[config.mk]
export PLATFORM = sky130hd
export DESIGN_NAME = io_timer
export DESIGN_NICKNAME = d
export VERILOG_FILES = /design/src/rtl/io_timer_pkg.sv /design/src/rtl/io_timer_prescaler.sv /design/src/rtl/io_timer.sv
export SDC_FILE = /design/constraint.sdc
export NUM_CORES = 1
export LEC_CHECK = 0
export ABC_AREA = 1
export CORE_UTILIZATION = 46
export DETAILED_ROUTE_END_ITERATION = 10
export PLACE_DENSITY = 0.78
export SETUP_SLACK_MARGIN = 0.1
export SLEW_MARGIN = 10
export SYNTH_ARGS = -nofsm -noshare
export SYNTH_HDL_FRONTEND = slang
export SYNTH_SLANG_ARGS = --single-unit
[constraint.sdc]
create_clock -name clk -period 4.8 [get_ports clk]
set_clock_uncertainty 0.15 [all_clocks]
set_input_delay 0.48 -clock clk [delete_from_list [all_inputs] [get_ports clk]]
set_output_delay 0.48 -clock clk [all_outputs]
set_load 0.005 [all_outputs]
[src/rtl/io_timer_pkg.sv]
// io_timer_pkg: register offsets, CTRL bit positions and reset constants shared by the timer block
package io_timer_pkg;
  localparam logic [13:0] TMR_CTRL = 14'd0;
  localparam logic [13:0] TMR_CMP  = 14'd1;
  localparam logic [13:0] TMR_CNT  = 14'd2;
  localparam logic [13:0] TMR_STAT = 14'd3;
  localparam logic [13:0] TMR_PRE  = 14'd4;
  localparam int CTRL_EN   = 0;
  localparam int CTRL_AUTO = 1;
  localparam int CTRL_IE   = 2;
  localparam logic [31:0] CMP_RST = 32'hFFFF_FFFF;
endpackage

[src/rtl/io_timer_prescaler.sv]
// timer_prescaler: emits a one-cycle tick every pre+1 enabled cycles
module timer_prescaler (
  input  logic        clk,
  input  logic        rst_n,
  input  logic        en,
  input  logic [15:0] pre,
  input  logic        pre_wr,
  output logic        tick
);
  logic [15:0] pre_cnt_q, pre_cnt_d;
  always_comb begin
    tick = en && pre_cnt_q == pre;
    pre_cnt_d = (!en || pre_wr || tick) ? '0 : pre_cnt_q + 16'd1;
  end
  always_ff @(posedge clk)
    if (!rst_n) pre_cnt_q <= '0;
    else pre_cnt_q <= pre_cnt_d;
endmodule

[src/rtl/io_timer.sv]
// io_timer: DMA I/O bus timer with prescaler, compare match, auto-reload/one-shot and W1C status irq
module io_timer
  import io_timer_pkg::*;
#(
  parameter logic [13:0] BASE_ADR = 14'h3C0
) (
  input  logic        clk,
  input  logic        rst_n,
  input  logic        dma_io_we,
  input  logic [13:0] dma_io_wadr,
  input  logic [31:0] dma_io_wdata,
  input  logic [13:0] dma_io_radr,
  input  logic        dma_io_radr_en,
  input  logic [31:0] dma_io_rdata_in,
  output logic [31:0] dma_io_rdata,
  output logic        timer_irq
);
  logic        en_q, en_d, auto_q, auto_d, ie_q, ie_d, match_q, match_d;
  logic [31:0] cmp_q, cmp_d, cnt_q, cnt_d, rd_data_q, rd_data_d;
  logic [15:0] pre_q, pre_d;
  logic        rd_hit_q, rd_hit_d;
  logic [13:0] woff, roff;
  logic        wr_ctrl, wr_cmp, wr_cnt, wr_stat, wr_pre, tick, match_ev;
  assign woff    = dma_io_wadr - BASE_ADR;
  assign roff    = dma_io_radr - BASE_ADR;
  assign wr_ctrl = dma_io_we && woff == TMR_CTRL;
  assign wr_cmp  = dma_io_we && woff == TMR_CMP;
  assign wr_cnt  = dma_io_we && woff == TMR_CNT;
  assign wr_stat = dma_io_we && woff == TMR_STAT;
  assign wr_pre  = dma_io_we && woff == TMR_PRE;
  timer_prescaler u_pre (
    .clk   (clk),
    .rst_n (rst_n),
    .en    (en_q),
    .pre   (pre_q),
    .pre_wr(wr_pre),
    .tick  (tick)
  );
  // Bus writes take priority over the counter's own updates; the compare always sees the old CNT.
  always_comb begin
    match_ev  = tick && cnt_q == cmp_q;
    en_d      = wr_ctrl ? dma_io_wdata[CTRL_EN] : (match_ev && !auto_q) ? 1'b0 : en_q;
    auto_d    = wr_ctrl ? dma_io_wdata[CTRL_AUTO] : auto_q;
    ie_d      = wr_ctrl ? dma_io_wdata[CTRL_IE] : ie_q;
    cmp_d     = wr_cmp ? dma_io_wdata : cmp_q;
    pre_d     = wr_pre ? dma_io_wdata[15:0] : pre_q;
    cnt_d     = wr_cnt ? dma_io_wdata : !tick ? cnt_q : !match_ev ? cnt_q + 32'd1 : auto_q ? '0 : cmp_q;
    match_d   = match_ev || (match_q && !(wr_stat && dma_io_wdata[0]));
    rd_hit_d  = dma_io_radr_en && roff <= TMR_PRE;
    rd_data_d = !rd_hit_d ? rd_data_q
              : roff == TMR_CTRL ? {29'd0, ie_q, auto_q, en_q}
              : roff == TMR_CMP  ? cmp_q
              : roff == TMR_CNT  ? cnt_q
              : roff == TMR_STAT ? {31'd0, match_q}
              : {16'd0, pre_q};
  end
  always_ff @(posedge clk)
    if (!rst_n) begin
      en_q      <= 1'b0;
      auto_q    <= 1'b0;
      ie_q      <= 1'b0;
      cmp_q     <= CMP_RST;
      cnt_q     <= '0;
      pre_q     <= '0;
      match_q   <= 1'b0;
      rd_hit_q  <= 1'b0;
      rd_data_q <= '0;
    end else begin
      en_q      <= en_d;
      auto_q    <= auto_d;
      ie_q      <= ie_d;
      cmp_q     <= cmp_d;
      cnt_q     <= cnt_d;
      pre_q     <= pre_d;
      match_q   <= match_d;
      rd_hit_q  <= rd_hit_d;
      rd_data_q <= rd_data_d;
    end
  assign dma_io_rdata = rd_hit_q ? rd_data_q : dma_io_rdata_in;
  assign timer_irq    = match_q && ie_q;
endmodule

==> results of run 1 <==
## placed cells by master, fill, tap and decap left out, types with 21 or more instances in the layout
cell	n
a21oi_1	91
clkdlybuf4s50_1	127
dfxtp_1	133
inv_1	131
inv_2	29
mux2_2	32
nand2_1	461
nand3_1	127
nand4_1	41
nor2_1	144
nor3_1	32
o211ai_1	21
o21ai_0	41
xor2_1	36
## per-stage QoR
stage	worst slack, ns	std cells	cell area [sq um]
after floorplan	2.80	1446	8810
after global placement	1.35	1754	10200
after detailed placement	1.30	1754	10200
after CTS	1.73	1786	10800
after global routing	1.55	1786	10800
final	1.80	1786	10800
## final timing paths
kind | end | slack, ns | startpoint
max | cnt_q[4] | 1.80 | cnt_q[24]
min reg2reg | rd_data_q[21] | 0.31 | rd_data_q[21]
max reg2reg | cnt_q[4] | 1.80 | cnt_q[24]
min | rd_data_q[21] | 0.31 | rd_data_q[21]
## cell families after synthesis
group	count (synthesis)	synth area share
AO/OA/AOI/OAI	182	0.113
XOR/XNOR	37	0.0368
adder cells (fa/ha/maj)	2	0.00284
buffers and inverters	227	0.102
flip-flops	133	0.302
multiplexers	32	0.0409
AND/OR/NAND/NOR	833	0.403
## sequential cells by signal (all words and copies together) (netlist names)
name,cells
cmp_q,32
rd_data_q,32
pre_q,16
match_q,1
rd_hit_q,1
en_q,1
cnt_q,32
u_pre.pre_cnt_q,16
auto_q,1
ie_q,1
## per-layer routing
layer,vias to the layer above,track usage,share of wire
met5,-,0,0
met4,0,0.0758,0.015
met3,38,0.0667,0.11
met2,471,0.437,0.42
met1,4457,0.418,0.46
li1,4886,-,-
## critical path, delay by kind of cell (launching register included)
family,cells,cell delay [ns]
buffers and inverters,1,0.09
and+or+nand+nor,10,1.83
AOI/OAI and AO/OA,2,0.27
DFF,1,0.47
## power groups by stage
stage	logic, uW	registers [uW]	clock network [uW]
6_report	177	1100	1400
5_1_grt	190	1100	1460
3_5_place_dp	176	1130	0
2_1_floorplan	48.9	1130	0
3_3_place_gp	175	1130	0
4_1_cts	177	1100	1410
## area by class of cell
cell class                      instances  share of cell area
Clock inverter                         13              0.0167
Multi-Input combinational cell       1086               0.486
Inverter                              160              0.0555
Sequential cell                       133               0.246
Clock buffer                           19              0.0410
Tap cell                              234              0.0271
Timing Repair Buffer                  141               0.127
==> qor.txt, run 1 <==
Most instantiated library cell after synthesis: nand2_1
CP Data Required Time: 4.92 ns
Commonest cells post-synth: nand2_1, nor2_1, dfxtp_1
Initial Util: 0.470
Largest cells by area after synthesis: dfxtp_1, nand2_1, nand3_1
Detailed-placement wirelength estimate: 21400 um
Crit path max fanout: 49
Diode count: 0
Layout area overhead: 22.7%
Unique cell type count in the Yosys netlist: 37
DRT Pass-1 Iters: 6
Clock power frac: 0.523
Vias in the first global route: 8729
H-tree depth: 4
Top cell by count, worst path: nand2_1
Core area: 0.0188 sq mm
TNS Setup: 0 ns
Setup crit end kind: flop
Drc violations: 0
Hold Buf Count CTS: 0
Max incr delay on CP: 0.63 ns
Final #Nets: 1637
Die Width: 140 um
FF+latch area: 0.00266 sq mm
Fin crit share: 0.624
Clock slew at reported path FFs: 0.06 ns
Pin count of the biggest net entering global routing: 63
Sequential share of power: 0.411
Slowest CP cell: nand2_2
Vias: 9852
Max Slew Vio Count: 0
Overflow after GRT: 0
Hold path depth: 2
Post-CTS Resized: 0
RSZ-0062 raised after global routing: no
Final setup vio count: 0
Initial antenna violation count: 0
Syn avg cell area: 6.10 sq um
# IOs: 129
Die ar.: 0.0197 sq mm
Number of flops mapped to enable cells by yosys: 0
Post-synthesis cell count: 1446
Row cnt: 50
Worst EP arrival: 3.11 ns
R2R cell count: 13
Most area-hungry cell type in the Yosys netlist: dfxtp_1
Clk sinks: 133
Async set-reset flop share out of synthesis: 0
Chip height: 140 um
Cells along the critical path: inv_2 > nand2_1 > nand2_1 > nor2_1 > nand2_1 > nor2_1 > nand2_1 > nor2_4 > nand2_2 > nand2_1 > o21ai_0 > a21oi_1 > nor2_1
Via density: 5.52
WL per Instance: 16.0 um
Max Cap Viol: 0
Flop and latch count out of synthesis: 133
Smallest hold slack: 0.314 ns
Area of the multi-input gates: 0.00526 sq mm
Fin util: 0.576
Layout cell share with drive strength beyond 1: 0.0780
CP startpoint kind: flop
Final total power: 2690 uW
Status: completed
Pwr Density: 248 mW/mm^2
Num CTS Buffers: 17
Clk_lat worst skew: 0.43 ns
CTS tree: done
Worst min path class: reg -> reg
Total track usage: 0.292
Post-Syn Nets: 1544
IO buf count: 128
Logic gate share of total power: 0.066
Net Sw Power: 593 uW
Leakage: 0.00476 uW
Worst slew pin tran: 1.15 ns
Sw Ratio: 0.221
Clock root cell: clkbuf_16
WL final: 28700 um
WS Path Type: reg -> reg
First-pass GRT wire length: 45400 um
# fillers: 1827
VDD IR-drop max: 228 uV
Yosys warns: 0
Setup bufs post-CTS: 0
Max Fclk: 334 MHz
Int Pwr: 2090 uW
Worst rel slew slack: 0.233
Syn Std Cell Area: 0.00881 sq mm
Clk buf depth: 2
Final Wtd Congestion: 0.949
Hold Fails Final Rpt: 0
Crit path time final: 3.00 ns
Remaining antenna violation count after routing: 0
Seq/Total Area, Yosys: 0.302
Top-area cell type share of the netlist area: 0.302
Most used DFF post-synth: dfxtp_1
DR iter-0 viols: 1223
Power figures use the tool's default switching activity.
==> run 2: changes to the inputs <==
--- a/config.mk
+++ b/config.mk
@@ -8,7 +8,7 @@
 export ABC_AREA = 1
 export CORE_UTILIZATION = 46
 export DETAILED_ROUTE_END_ITERATION = 10
-export PLACE_DENSITY = 0.78
+export PLACE_DENSITY = 0.81
 export SETUP_SLACK_MARGIN = 0.1
 export SLEW_MARGIN = 10
 export SYNTH_ARGS = -nofsm -noshare
==> constraint.sdc (replaced) <==
create_clock -name clk -period 2.75 [get_ports clk]
set_clock_uncertainty 0.15 [all_clocks]
set_input_delay 0.275 -clock clk [delete_from_list [all_inputs] [get_ports clk]]
set_output_delay 0.275 -clock clk [all_outputs]
set_load 0.005 [all_outputs]
==> qor.txt, run 2 (synthesis gave the netlist of run 1 again) <==
First-pass GRT wire length: 46300 um (was 45400 um)
# IOs: 129 (unchanged)
Row cnt: 50 (unchanged)
Status: completed (unchanged)
Worst slew pin tran: 0.558 ns (was 1.15 ns)
Worst rel slew slack: 0.628 (was 0.233)
Detailed-placement wirelength estimate: 22500 um (was 21400 um)
Clk buf depth: 2 (unchanged)
VDD IR-drop max: 381 uV (was 228 uV)
Drc violations: 0 (unchanged)
WS Path Type: reg -> reg (unchanged)
H-tree depth: 4 (unchanged)
Most frequent cells in the layout: nand2_1, nor2_1, dfxtp_1, inv_1 (unchanged)
Hold path depth: 2 (unchanged)
Max Slew Vio Count: 0 (unchanged)
R2r startpoint: pre_q[6] (was cnt_q[24])
Crit path max fanout: 30 (was 49)
CTS tree: done (unchanged)
Fin util: 0.586 (was 0.576)
Hold Buf Count CTS: 0 (unchanged)
Smallest hold slack: 0.194 ns (was 0.314 ns)
DR iter-0 viols: 1159 (was 1223)
Max Cap Viol: 0 (unchanged)
Initial antenna violation count: 0 (unchanged)
Fin crit share: 0.931 (was 0.624)
Clock root cell: clkbuf_16 (unchanged)
Worst min path class: in -> reg (was reg -> reg)
Initial Util: 0.470 (unchanged)
Pin count of the biggest net entering global routing: 45 (was 63)
Layout cell share with drive strength beyond 1: 0.0920 (was 0.0780)
Via density: 5.51 (was 5.52)
Leakage: 0.00487 uW (was 0.00476 uW)
Setup crit end kind: flop (unchanged)
Final setup vio count: 0 (unchanged)
Commonest non-fill, non-tap cell in the layout: nand2_1 (unchanged)
WL final: 29400 um (was 28700 um)
Crit path from: pre_q[6] (was cnt_q[24])
Core area: 0.0188 sq mm (unchanged)
WL per Instance: 16.2 um (was 16.0 um)
Chip height: 140 um (unchanged)
Hold Fails Final Rpt: 0 (unchanged)
Largest regs: cmp_q (32), cnt_q (32), rd_data_q (32) (unchanged)
Setup bufs post-CTS: 0 (unchanged)
DRT Pass-1 Iters: 8 (was 6)
Vias in the first global route: 8793 (was 8729)
Pwr Density: 419 mW/mm^2 (was 248 mW/mm^2)
Final Wtd Congestion: 0.994 (was 0.949)
CP Data Required Time: 2.90 ns (was 4.92 ns)
Final #Nets: 1662 (was 1637)
Die ar.: 0.0197 sq mm (unchanged)
IO buf count: 128 (unchanged)
Clk_lat worst skew: 0.43 ns (about the same)
Terminus of the critical flop-to-flop path: cnt_q[5] (was cnt_q[4])
Diode count: 0 (unchanged)
Overflow after GRT: 0 (unchanged)
Post-CTS Resized: 0 (unchanged)
Final instance area: 0.0110 sq mm (was 0.0108 sq mm)
Crit path time final: 2.56 ns (was 3.00 ns)
TNS Setup: 0 ns (unchanged)
Remaining antenna violation count after routing: 0 (unchanged)
Max Fclk: 391 MHz (was 334 MHz)
Post-Place Cell Area: 0.0104 sq mm (was 0.0102 sq mm)
Hold Path Origin: rst_n (was rd_data_q[21])
CP startpoint kind: flop (unchanged)
Flop2flop setup slack: 0.19 ns (was 1.80 ns)
Clk sinks: 133 (unchanged)
R2R cell count: 14 (was 13)
Die Width: 140 um (unchanged)
Clock slew at reported path FFs: 0.06 ns (about the same)
Worst EP arrival: 2.71 ns (was 3.11 ns)
Layout area overhead: 24.9% (was 22.7%)
Vias: 9974 (was 9852)
Total track usage: 0.301 (was 0.292)
Hold EP: cmp_q[1] (was rd_data_q[21])
Num CTS Buffers: 17 (unchanged)
RSZ-0062 raised after global routing: no (unchanged)
==> run 2: cell count changes in the layout (fill, tap and decap cells not counted), sizes merged <==
cell	delta
buf	+25
bufinv	-1
clkinv	-1
clkinvlp	+2
inv	-1
==> run 2: where the power goes <==
part	total [uW]	switching (uW)	internal, uW
registers	1930	0.214	1930
clock network	2370	905	1470
logic	315	124	191
total	4610	1030	3580
==> run 2: layer usage <==
metal	vias up	GRT usage	share of wire
li1	4934	-	-
met1	4475	0.428	0.45
met2	528	0.443	0.42
met3	37	0.0885	0.12
met4	0	0.0735	0.014
met5	-	0	0
==> run 2: area by class of cell <==
type                    count  area, sq um
clock inverters            12          155
flip-flops and latches    133         2660
clock buffers              19          453
well taps                 234          293
repair buffers            166         1590
multi-input cells        1086         5260
fillers                  1831         7760
inverters                 160          601
==> run 2: worst max-delay path: stages, from the launching register on <==
cell	delay (ns)
dfxtp_1	0.43
inv_1	0.13
nand2_1	0.07
nand2_1	0.06
nor2_1	0.14
nand2_1	0.07
nor2_1	0.20
nand2_1	0.09
nor2_2	0.26
nand2_2	0.10
buf_4	0.25
nand2_1	0.12
o21ai_0	0.12
a21oi_1	0.17
nor2_1	0.05
==> run 2: through the flow <==
step	total power (uW)	instances	setup slack, ns
2_1_floorplan	2050	1446	0.822
3_3_place_gp	2280	1779	0.287
3_5_place_dp	2280	1779	0.211
4_1_cts	4620	1810	0.285
5_1_grt	4730	1810	0.103
6_report	4610	1810	0.189
==> run 2: how the worst max path moves through the flow <==
stage	to	slack (ns)
final	cnt_q[5]	0.19
after global routing	cnt_q[28]	0.10
after CTS	cnt_q[5]	0.29
after detailed placement	rd_data_q[4]	0.21
after global placement	rd_data_q[3]	0.29
after floorplan	cnt_q[20]	0.82
==> run 3: changes to the inputs <==
--- a/config.mk
+++ b/config.mk
@@ -6,9 +6,10 @@
 export NUM_CORES = 1
 export LEC_CHECK = 0
 export ABC_AREA = 1
-export CORE_UTILIZATION = 46
+export CORE_UTILIZATION = 38
 export DETAILED_ROUTE_END_ITERATION = 10
-export PLACE_DENSITY = 0.81
+export GPL_ROUTABILITY_DRIVEN = 0
+export PLACE_DENSITY = 0.71
 export SETUP_SLACK_MARGIN = 0.1
 export SLEW_MARGIN = 10
 export SYNTH_ARGS = -nofsm -noshare
==> qor.txt, run 3 (synthesis gave the netlist of run 1 again) <==
TNS Setup: 0 ns (unchanged)
Max Slew Vio Count: 0 (unchanged)
Diode count: 0 (unchanged)
Detailed-placement wirelength estimate: 22200 um (was 22500 um)
Crit path max-delay family: simple AND/OR/NAND/NOR gates (unchanged)
Pin count of the biggest net entering global routing: 50 (was 45)
First-pass GRT wire length: 46200 um (was 46300 um)
Final #Nets: 1658 (was 1662)
Vias in the first global route: 8720 (was 8793)
Final setup vio count: 0 (unchanged)
Total track usage: 0.245 (was 0.301)
Clock slew at reported path FFs: 0.06 ns (about the same)
FF+latch area: 0.00266 sq mm (unchanged)
Non-Filler Instances: 1857 (was 1810)
Worst rel slew slack: 0.527 (was 0.628)
Num CTS Buffers: 17 (unchanged)
Pwr Density: 426 mW/mm^2 (was 419 mW/mm^2)
Placed cells: 1826 (was 1779)
WS Path Type: reg -> reg (unchanged)
Most frequent cells in the layout: nand2_1, nor2_1, dfxtp_1, inv_1 (unchanged)
# IOs: 129 (unchanged)
Slowest CP cell: dfxtp_1 (unchanged)
Clk_lat worst skew: 0.43 ns (about the same)
RSZ-0062 raised after global routing: no (unchanged)
H-tree depth: 4 (unchanged)
Largest regs: cmp_q (32), cnt_q (32), rd_data_q (32) (unchanged)
Worst slew pin tran: 0.710 ns (was 0.558 ns)
Max Cap Viol: 0 (unchanged)
Top cell by count, worst path: nand2_1 (unchanged)
Commonest non-fill, non-tap cell in the layout: nand2_1 (unchanged)
Drc violations: 0 (unchanged)
Via density: 5.29 (was 5.51)
CTS tree: done (unchanged)
Initial Util: 0.388 (was 0.470)
Setup bufs post-CTS: 0 (unchanged)
Worst EP arrival: 2.69 ns (was 2.71 ns)
Vias: 9819 (was 9974)
DR iter-0 viols: 1054 (was 1159)
Remaining antenna violation count after routing: 0 (unchanged)
Setup crit end kind: flop (unchanged)
Leakage: 0.00488 uW (was 0.00487 uW)
Layout area overhead: 25.5% (was 24.9%)
Clock root cell: clkbuf_16 (unchanged)
Row cnt: 55 (was 50)
Core area: 0.0227 sq mm (was 0.0188 sq mm)
CP startpoint kind: flop (unchanged)
Max Fclk: 404 MHz (was 391 MHz)
WL final: 29400 um (about the same)
Final total power: 4710 uW (was 4610 uW)
Status: completed (unchanged)
Layout cell share with drive strength beyond 1: 0.0897 (was 0.0920)
DRT Pass-1 Iters: 6 (was 8)
Die ar.: 0.0238 sq mm (was 0.0197 sq mm)
CP Data Required Time: 2.97 ns (was 2.90 ns)
IO buf count: 128 (unchanged)
VDD IR-drop max: 278 uV (was 381 uV)
Clk buf depth: 2 (unchanged)
Worst min path class: in -> reg (unchanged)
Area of the multi-input gates: 0.00526 sq mm (about the same)
Chip height: 154 um (was 140 um)
# fillers: 2279 (was 1831)
Cells along the critical path: inv_1 > nand2_1 > nand2_1 > inv_1 > nand2_1 > nor2_1 > nand3_1 > nor2_1 > buf_4 > nand3_1 > o21ai_0 > nand2_1 > a21oi_1 (was inv_1 > nand2_1 > nand2_1 > nor2_1 > nand2_1 > nor2_1 > nand2_1 > nor2_2 > nand2_2 > buf_4 > nand2_1 > o21ai_0 > a21oi_1 > nor2_1)
Clk sinks: 133 (unchanged)
Initial antenna violation count: 1 (was 0)
Crit path buf inv count: 3 (was 2)
Crit path max fanout: 11 (was 30)
Die Width: 154 um (was 140 um)
Hold Fails Final Rpt: 0 (unchanged)
Overflow after GRT: 0 (unchanged)
Fin crit share: 0.900 (was 0.931)
WL per Instance: 15.8 um (was 16.2 um)
Max incr delay on CP: 0.40 ns (was 0.43 ns)
Crit path time final: 2.48 ns (was 2.56 ns)
run 3: changes by cell type in the layout (fill, tap and decap cells not counted), sizes merged:
cell,change
clkinvlp,-4
bufinv,+1
clkbuf,-2
buf,-4
inv,+5
run 3: path summary, 6_finish.rpt:
| path | start | to | slack (ns) | cells after the start |
|---|---|---|---|---|
| worst min register to register | rd_data_q[26] | rd_data_q[26] | 0.31 | 2 |
| worst min-delay path | rst_n | cmp_q[0] | 0.24 | 2 |
| worst max register to register | pre_q[7] | cnt_q[14] | 0.27 | 13 |
| worst max-delay path | pre_q[7] | cnt_q[14] | 0.27 | 13 |
run 3: through the flow:
stage	utilization	hold WS, ns	area, sq um	setup slack (ns)
after global placement	0.459	0.298	10400	0.136
after CTS	0.487	0.212	11100	0.205
final	0.487	0.237	11100	0.275
after floorplan	-	0.273	8810	0.822
after global routing	0.487	0.235	11100	0.170
after detailed placement	0.459	0.304	10400	0.0930
run 3: power breakdown:
part	switching (uW)	leakage [uW]	total, uW	internal [uW]
Clock	939	0.000305	2460	1520
Combinational	128	0.00350	319	191
Sequential	0.197	0.00107	1930	1930
run 3: layer usage:
metal	part of all wire	up-vias	global-route usage
li1	-	4909	-
met1	0.46	4387	0.347
met2	0.42	482	0.364
met3	0.10	41	0.0552
met4	0.020	0	0.0882
met5	0	-	0
run 3: final cells by class:
type                       instances  area share
tap                              285      0.0322
multi-input combinational       1086       0.476
inverter                         160      0.0543
clock inverter                    14      0.0180
sequential                       133       0.241
timing repair buffer             162       0.141
clock buffer                      17      0.0384
run 3: timing repair:
| item | 4_1_cts | 5_1_grt |
|---|---|---|
| gates resized for setup | 0 | 1 |
| hold buffers | 0 | 0 |
| setup endpoints to repair | 0 | 12 |
==> edit 1: new RTL, flow settings as in run 3 <==
Register the output `timer_irq`; this adds one clock of latency there. The other outputs are not delayed to match.
--- a/src/rtl/io_timer.sv
+++ b/src/rtl/io_timer.sv
@@ -77,6 +77,8 @@
       rd_data_q <= rd_data_d;
     end
   assign dma_io_rdata = rd_hit_q ? rd_data_q : dma_io_rdata_in;
-  assign timer_irq    = match_q && ie_q;
+  always_ff @(posedge clk) begin
+    timer_irq <= match_q && ie_q;
+  end
 endmodule
 
Check against the original RTL: not equivalent (a bounded check fails within 4 cycles, from zero or initial values and one cycle with rst_n low).
==> edit 1 against run 3 <==
Clock power is 14% lower. Sequential cell count is 1 higher. Final area is 0.48% lower. Area after synthesis is 0.23% higher. Worst setup slack worse by 34 ps. Via count is 2.0% higher. Core utilization is 0.23 points lower. Worst hold slack worse by 25 ps. Routed wire length is 2.0% higher. Total power is 7.2% lower. Critical path type unchanged. Largest power group unchanged.
==> edit 1: results (changes against run 3) <==
Syn Nets 1,545 (was 1,544); clock root buffer clkbuf_16 (unchanged); number of global-route vias before repair 9,048 (was 8,720); Setup Viol. Count Final 0 (unchanged); # diodes 0 (unchanged); Routed WL per cell 16.1 microns (was 15.8 microns); pin count of the biggest net entering global routing 63 (was 50); Clock Pin Slew Worst Setup and Hold Paths 60 ps (about the same); Slew HR 20.8% (was 52.7%); arrival time at the worst endpoint 2620 ps (was 2690 ps); # nets final 1,662 (was 1,658); top cells by area, synth dfxtp_1 30%, nand2_1 20%, nand3_1 7.2% (unchanged); Num CTS Buffers 17 (unchanged); crit path max fanout 30 (was 11); I/O Buffers 128 (unchanged); maximum vdd drop 328 uV (was 278 uV); Worst path slowest cell dfxtp_1 (unchanged); Yosys cell types 37 (unchanged); Hold/Removal Path Class input port to flop (unchanged); Pleak 4.85 nW (was 4.88 nW); Synth warnings 0 (unchanged); outcome completed (unchanged); fraction of registers with async set/reset 0% (unchanged); HPWL Detailed 22.6 mm (was 22.2 mm); FILL cells 2,294 (was 2,279); first-pass GRT wire length 47.5 mm (was 46.2 mm); cell count after placement 1,826 (unchanged); final WL 30.0 mm (was 29.4 mm); Max Buffers Root-to-Sink 2 (unchanged); DRT iter0 DRCs 984 (was 1,054); top cells by instance count after synthesis 462 x nand2_1, 144 x nor2_1, 134 x dfxtp_1, 131 x inv_1, 127 x nand3_1 (was 462 x nand2_1, 144 x nor2_1, 133 x dfxtp_1, 131 x inv_1, 127 x nand3_1); sequential-to-total area share from yosys stat 30.4% (was 30.2%); clock latency at the later pin of the worst-skew pair 430 ps (about the same); Largest regs cmp_q: 32 flops, cnt_q: 32 flops, rd_data_q: 32 flops (unchanged); antenna violations before repair 0 (was 1); via count 10,000 (was 9,819); delay-heaviest family, CP simple AND/OR/NAND/NOR gates (unchanged); CTS H-tree depth 4 (unchanged); share of cells above drive strength 1 8.95% (was 8.97%); synthesized area 8830 sq um (was 8810 sq um); 1st-pass router iterations 6 (unchanged); Syn Area/Cell 6.11 sq um (was 6.10 sq um); peak per-stage delay on the critical path 480 ps (was 400 ps); total track usage 25.2% (was 24.5%)
## edit 1: changes by cell type after synthesis
cell     change
dfxtp_1      +1
## edit 1: power breakdown
group	internal (W)	leakage [nW]	switching, W
Combinational	0.000188	3.52	0.000125
Clock	0.00125	0.255	0.000867
Sequential	0.00194	1.08	0.000000211
Total	0.00338	4.85	0.000993
## edit 1: through the flow
stage / utilization (%) / cell area, sq um / hold WS [ps] / power, W / setup slack [ps]
final: 48.5 / 11000 / 212 / 0.00437 / 241
after global routing: 48.5 / 11000 / 229 / 0.00449 / 160
after CTS: 48.3 / 11000 / 201 / 0.00439 / 331
after detailed placement: 46.0 / 10400 / 308 / 0.00230 / 124
after global placement: 46.0 / 10400 / 300 / 0.00229 / 202
after floorplan: - / 8830 / 267 / 0.00207 / 822
## edit 1: cell families after synthesis
| group | synth area share, % |
|---|---|
| AND/OR/NAND/NOR | 40.2 |
| multiplexers | 4.08 |
| XOR/XNOR | 3.67 |
| adder cells (fa/ha/maj) | 0.283 |
| flip-flops | 30.4 |
| AO/OA/AOI/OAI | 11.3 |
| buffers and inverters | 10.1 |
## edit 1: per-layer routing
layer	vias to the layer above	global-route usage (%)	share of wire [%]
met5	-	0	0
met4	0	8.91	2.4
met3	56	6.84	11
met2	544	35.7	40
met1	4500	36.1	46
li1	4918	-	-
## edit 1: path summary, 6_finish.rpt
path | cells after the start | start | end | slack, ps
max | 14 | pre_q[8]$_SDFFE_PN0P_ | cnt_q[3]$_SDFFE_PN0P_ | 240
min | 2 | rst_n | cmp_q[1]$_SDFFE_PN1P_ | 210
max reg2reg | 14 | pre_q[8]$_SDFFE_PN0P_ | cnt_q[3]$_SDFFE_PN0P_ | 240
min reg2reg | 2 | rd_data_q[16]$_SDFFE_PN0P_ | rd_data_q[16]$_SDFFE_PN0P_ | 320
## edit 1: layout make-up
class	count	area, sq um	area share, %
inverter	160	601	5.45
clock buffer	21	450	4.09
timing repair buffer	165	1580	14.3
clock inverter	9	81.3	0.739
sequential	134	2680	24.4
multi-input combinational	1086	5260	47.8
tap	285	357	3.24
## edit 1: repair_timing
action | in CTS | in global routing
endpoints found under the setup margin | 0 | 5
gates resized for setup | 0 | 1
setup buffers | 0 | 4
==> edit 2: new RTL, settings of run 3 <==
Made on the original files. Make the reset (`rst_n`) asynchronous in 2 clocked blocks.
--- a/src/rtl/io_timer_prescaler.sv
+++ b/src/rtl/io_timer_prescaler.sv
@@ -12,7 +12,7 @@
     tick = en && pre_cnt_q == pre;
     pre_cnt_d = (!en || pre_wr || tick) ? '0 : pre_cnt_q + 16'd1;
   end
-  always_ff @(posedge clk)
+  always_ff @(posedge clk or negedge rst_n)
     if (!rst_n) pre_cnt_q <= '0;
     else pre_cnt_q <= pre_cnt_d;
 endmodule
--- a/src/rtl/io_timer.sv
+++ b/src/rtl/io_timer.sv
@@ -54,7 +54,7 @@
               : roff == TMR_STAT ? {31'd0, match_q}
               : {16'd0, pre_q};
   end
-  always_ff @(posedge clk)
+  always_ff @(posedge clk or negedge rst_n)
     if (!rst_n) begin
       en_q      <= 1'b0;
       auto_q    <= 1'b0;
Formal check against the unedited RTL: differs if rst_n is asserted again (counterexample within 4 cycles, from zero or initial values and one cycle with rst_n low); with rst_n held inactive, the same outputs for 4 cycles.
==> edit 2 against run 3 <==
First-iteration DRC count fell by 14%. Via count fell by 5.1%. Non-clock buffer count decreased by 9. Critical path depth decreased by 10. Worst setup slack worse by 23 ps. Sequential cell count did not move. Largest cell class unchanged. Area after synthesis rose by 5.4%. Total power is 3.1% higher. Combinational power rose by 24%. Critical path type is now flop to primary output. Routed wire length decreased by 5.3%. Final area up 3.4%.
==> edit 2: results (changes against run 3) <==
outcome completed (unchanged); first-pass GRT wire length 44.1 mm (was 46.2 mm); DRT iter0 DRCs 903 (was 1,054); # nets final 1,597 (was 1,658); sequential-to-total area share from yosys stat 36.3% (was 30.2%); Clock Pin Slew Worst Setup and Hold Paths 60 ps (about the same); Largest regs cmp_q: 32 flops, cnt_q: 32 flops, rd_data_q: 32 flops (unchanged); clock latency at the later pin of the worst-skew pair 430 ps (about the same); pin count of the biggest net entering global routing 66 (was 50); antenna violations before repair 0 (was 1); EDFF count, synth 0 (unchanged); post-CTS resize count 0 (unchanged); Yosys cell types 39 (was 37); Pleak 5.24 nW (was 4.88 nW); crit path max fanout 24 (was 11); # DRC 0 (unchanged); peak per-stage delay on the critical path 600 ps (was 400 ps); Num CTS Buffers 17 (unchanged); Worst path slowest cell dfrtp_1 (was dfxtp_1); fraction of registers with async set/reset 100% (was 0%); I/O Buffers 128 (unchanged); final WL 27.8 mm (was 29.4 mm); Hold/Removal Path Class input port to async pin (was input port to flop); post-CTS setup buffers 0 (unchanged); Syn Nets 1,484 (was 1,544); Max Buffers Root-to-Sink 2 (unchanged); HPWL Detailed 20.8 mm (was 22.2 mm); delay-heaviest family, CP buffers and inverters (was simple AND/OR/NAND/NOR gates); CTS H-tree depth 4 (unchanged); FP Rows 56 (was 55); top cells by area, synth dfrtp_1 27%, nand2_1 20%, dfstp_2 9.1% (was dfxtp_1 30%, nand2_1 20%, nand3_1 7.2%); total track usage 22.7% (was 24.5%); maximum vdd drop 376 uV (was 278 uV); # diodes 0 (unchanged); clock root buffer clkbuf_16 (unchanged); 1st-pass router iterations 5 (was 6); Slew HR 26.6% (was 52.7%); Net Sw Power 0.00109 W (was 0.00107 W); post-place setup slack 77.2 ps (was 93.0 ps); # hold bufs at CTS 1 (was 0); via/cell ratio 5.09 (was 5.29); number of global-route vias before repair 8,514 (was 8,720); top cells by instance count after synthesis 495 x nand2_1, 178 x inv_1, 107 x nor2_1, 101 x dfrtp_1, 91 x nand3_1 (was 462 x nand2_1, 144 x nor2_1, 133 x dfxtp_1, 131 x inv_1, 127 x nand3_1); arrival time at the worst endpoint 2070 ps (was 2690 ps); Synth warnings 0 (unchanged); share of cells above drive strength 1 10.9% (was 8.97%); main flop type after synthesis dfrtp_1 (was dfxtp_1)
edit 2: final timing paths:
| check | startpoint | end | slack [ps] | cells past startpoint |
|---|---|---|---|---|
| worst max-delay path | rd_hit_q$_DFF_PN0_ | dma_io_rdata[6] | 250 | 3 |
| worst min-delay path | rst_n | pre_q[4]$_DFFE_PN0P_ | 240 | 2 |
| worst max register to register | cnt_q[1]$_DFFE_PN0P_ | cnt_q[28]$_DFFE_PN0P_ | 430 | 11 |
| worst min register to register | rd_data_q[13]$_DFFE_PN0P_ | rd_data_q[13]$_DFFE_PN0P_ | 330 | 2 |
| max in group asynchronous | rst_n | cmp_q[3]$_DFFE_PN1P_ | 1430 | 3 |
| min in group clk | dma_io_wdata[25] | cmp_q[25]$_DFFE_PN1P_ | 250 | 3 |
edit 2: layer usage:
metal | part of all wire (%) | routed length [microns] | global-route usage [%] | up-vias
li1 | - | - | - | 4587
met3 | 9.1 | 2540 | 4.35 | 37
met2 | 44 | 12100 | 34.5 | 436
met4 | 1.7 | 463 | 7.14 | 0
met5 | 0 | 0 | 0 | -
met1 | 46 | 12700 | 32.3 | 4257
edit 2: cell families (layout without fill, tap and decap cells):
logic type      count (synthesis)  count (layout)  synth area share [%]
simple gates                  775             775                  34.7
buf+inv                       256             382                  12.0
compound gates                141             141                  8.29
flops                         133             133                  36.3
xor+xnor                       41              41                  3.87
mux                            38              38                  4.61
fa+ha+maj                       2               2                 0.269
edit 2: metrics by stage:
stage,area (sq um),cells,hold WS (ps)
3_3_place_gp,10800,1798,164
5_1_grt,11400,1831,284
6_report,11400,1831,243
4_1_cts,11400,1831,238
3_5_place_dp,10800,1798,169
2_1_floorplan,9290,1386,-171
edit 2: worst reg2reg max path: cells and delay by family (launching register included):
kind | cells | cell delay, ps
AO/OA/AOI/OAI | 1 | 50
adder cells (fa/ha/maj) | 1 | 320
buffers and inverters | 1 | 80
flip-flops | 1 | 500
XOR/XNOR | 1 | 160
AND/OR/NAND/NOR | 7 | 960
edit 2: layout make-up:
type | instances | area (sq um)
timing repair buffer | 153 | 1500
clock buffer | 20 | 457
sequential | 133 | 3370
tap | 319 | 399
inverter | 197 | 739
multi-input combinational | 997 | 4800
fill | 2342 | 12300
clock inverter | 12 | 178
edit 2: power by group through the flow:
stage,Combinational [W],Sequential (W),Clock [W]
2_1_floorplan,0.000138,0.00202,0
3_3_place_gp,0.000390,0.00204,0
3_5_place_dp,0.000395,0.00204,0
4_1_cts,0.000400,0.00200,0.00249
5_1_grt,0.000443,0.00200,0.00257
6_report,0.000395,0.00200,0.00246
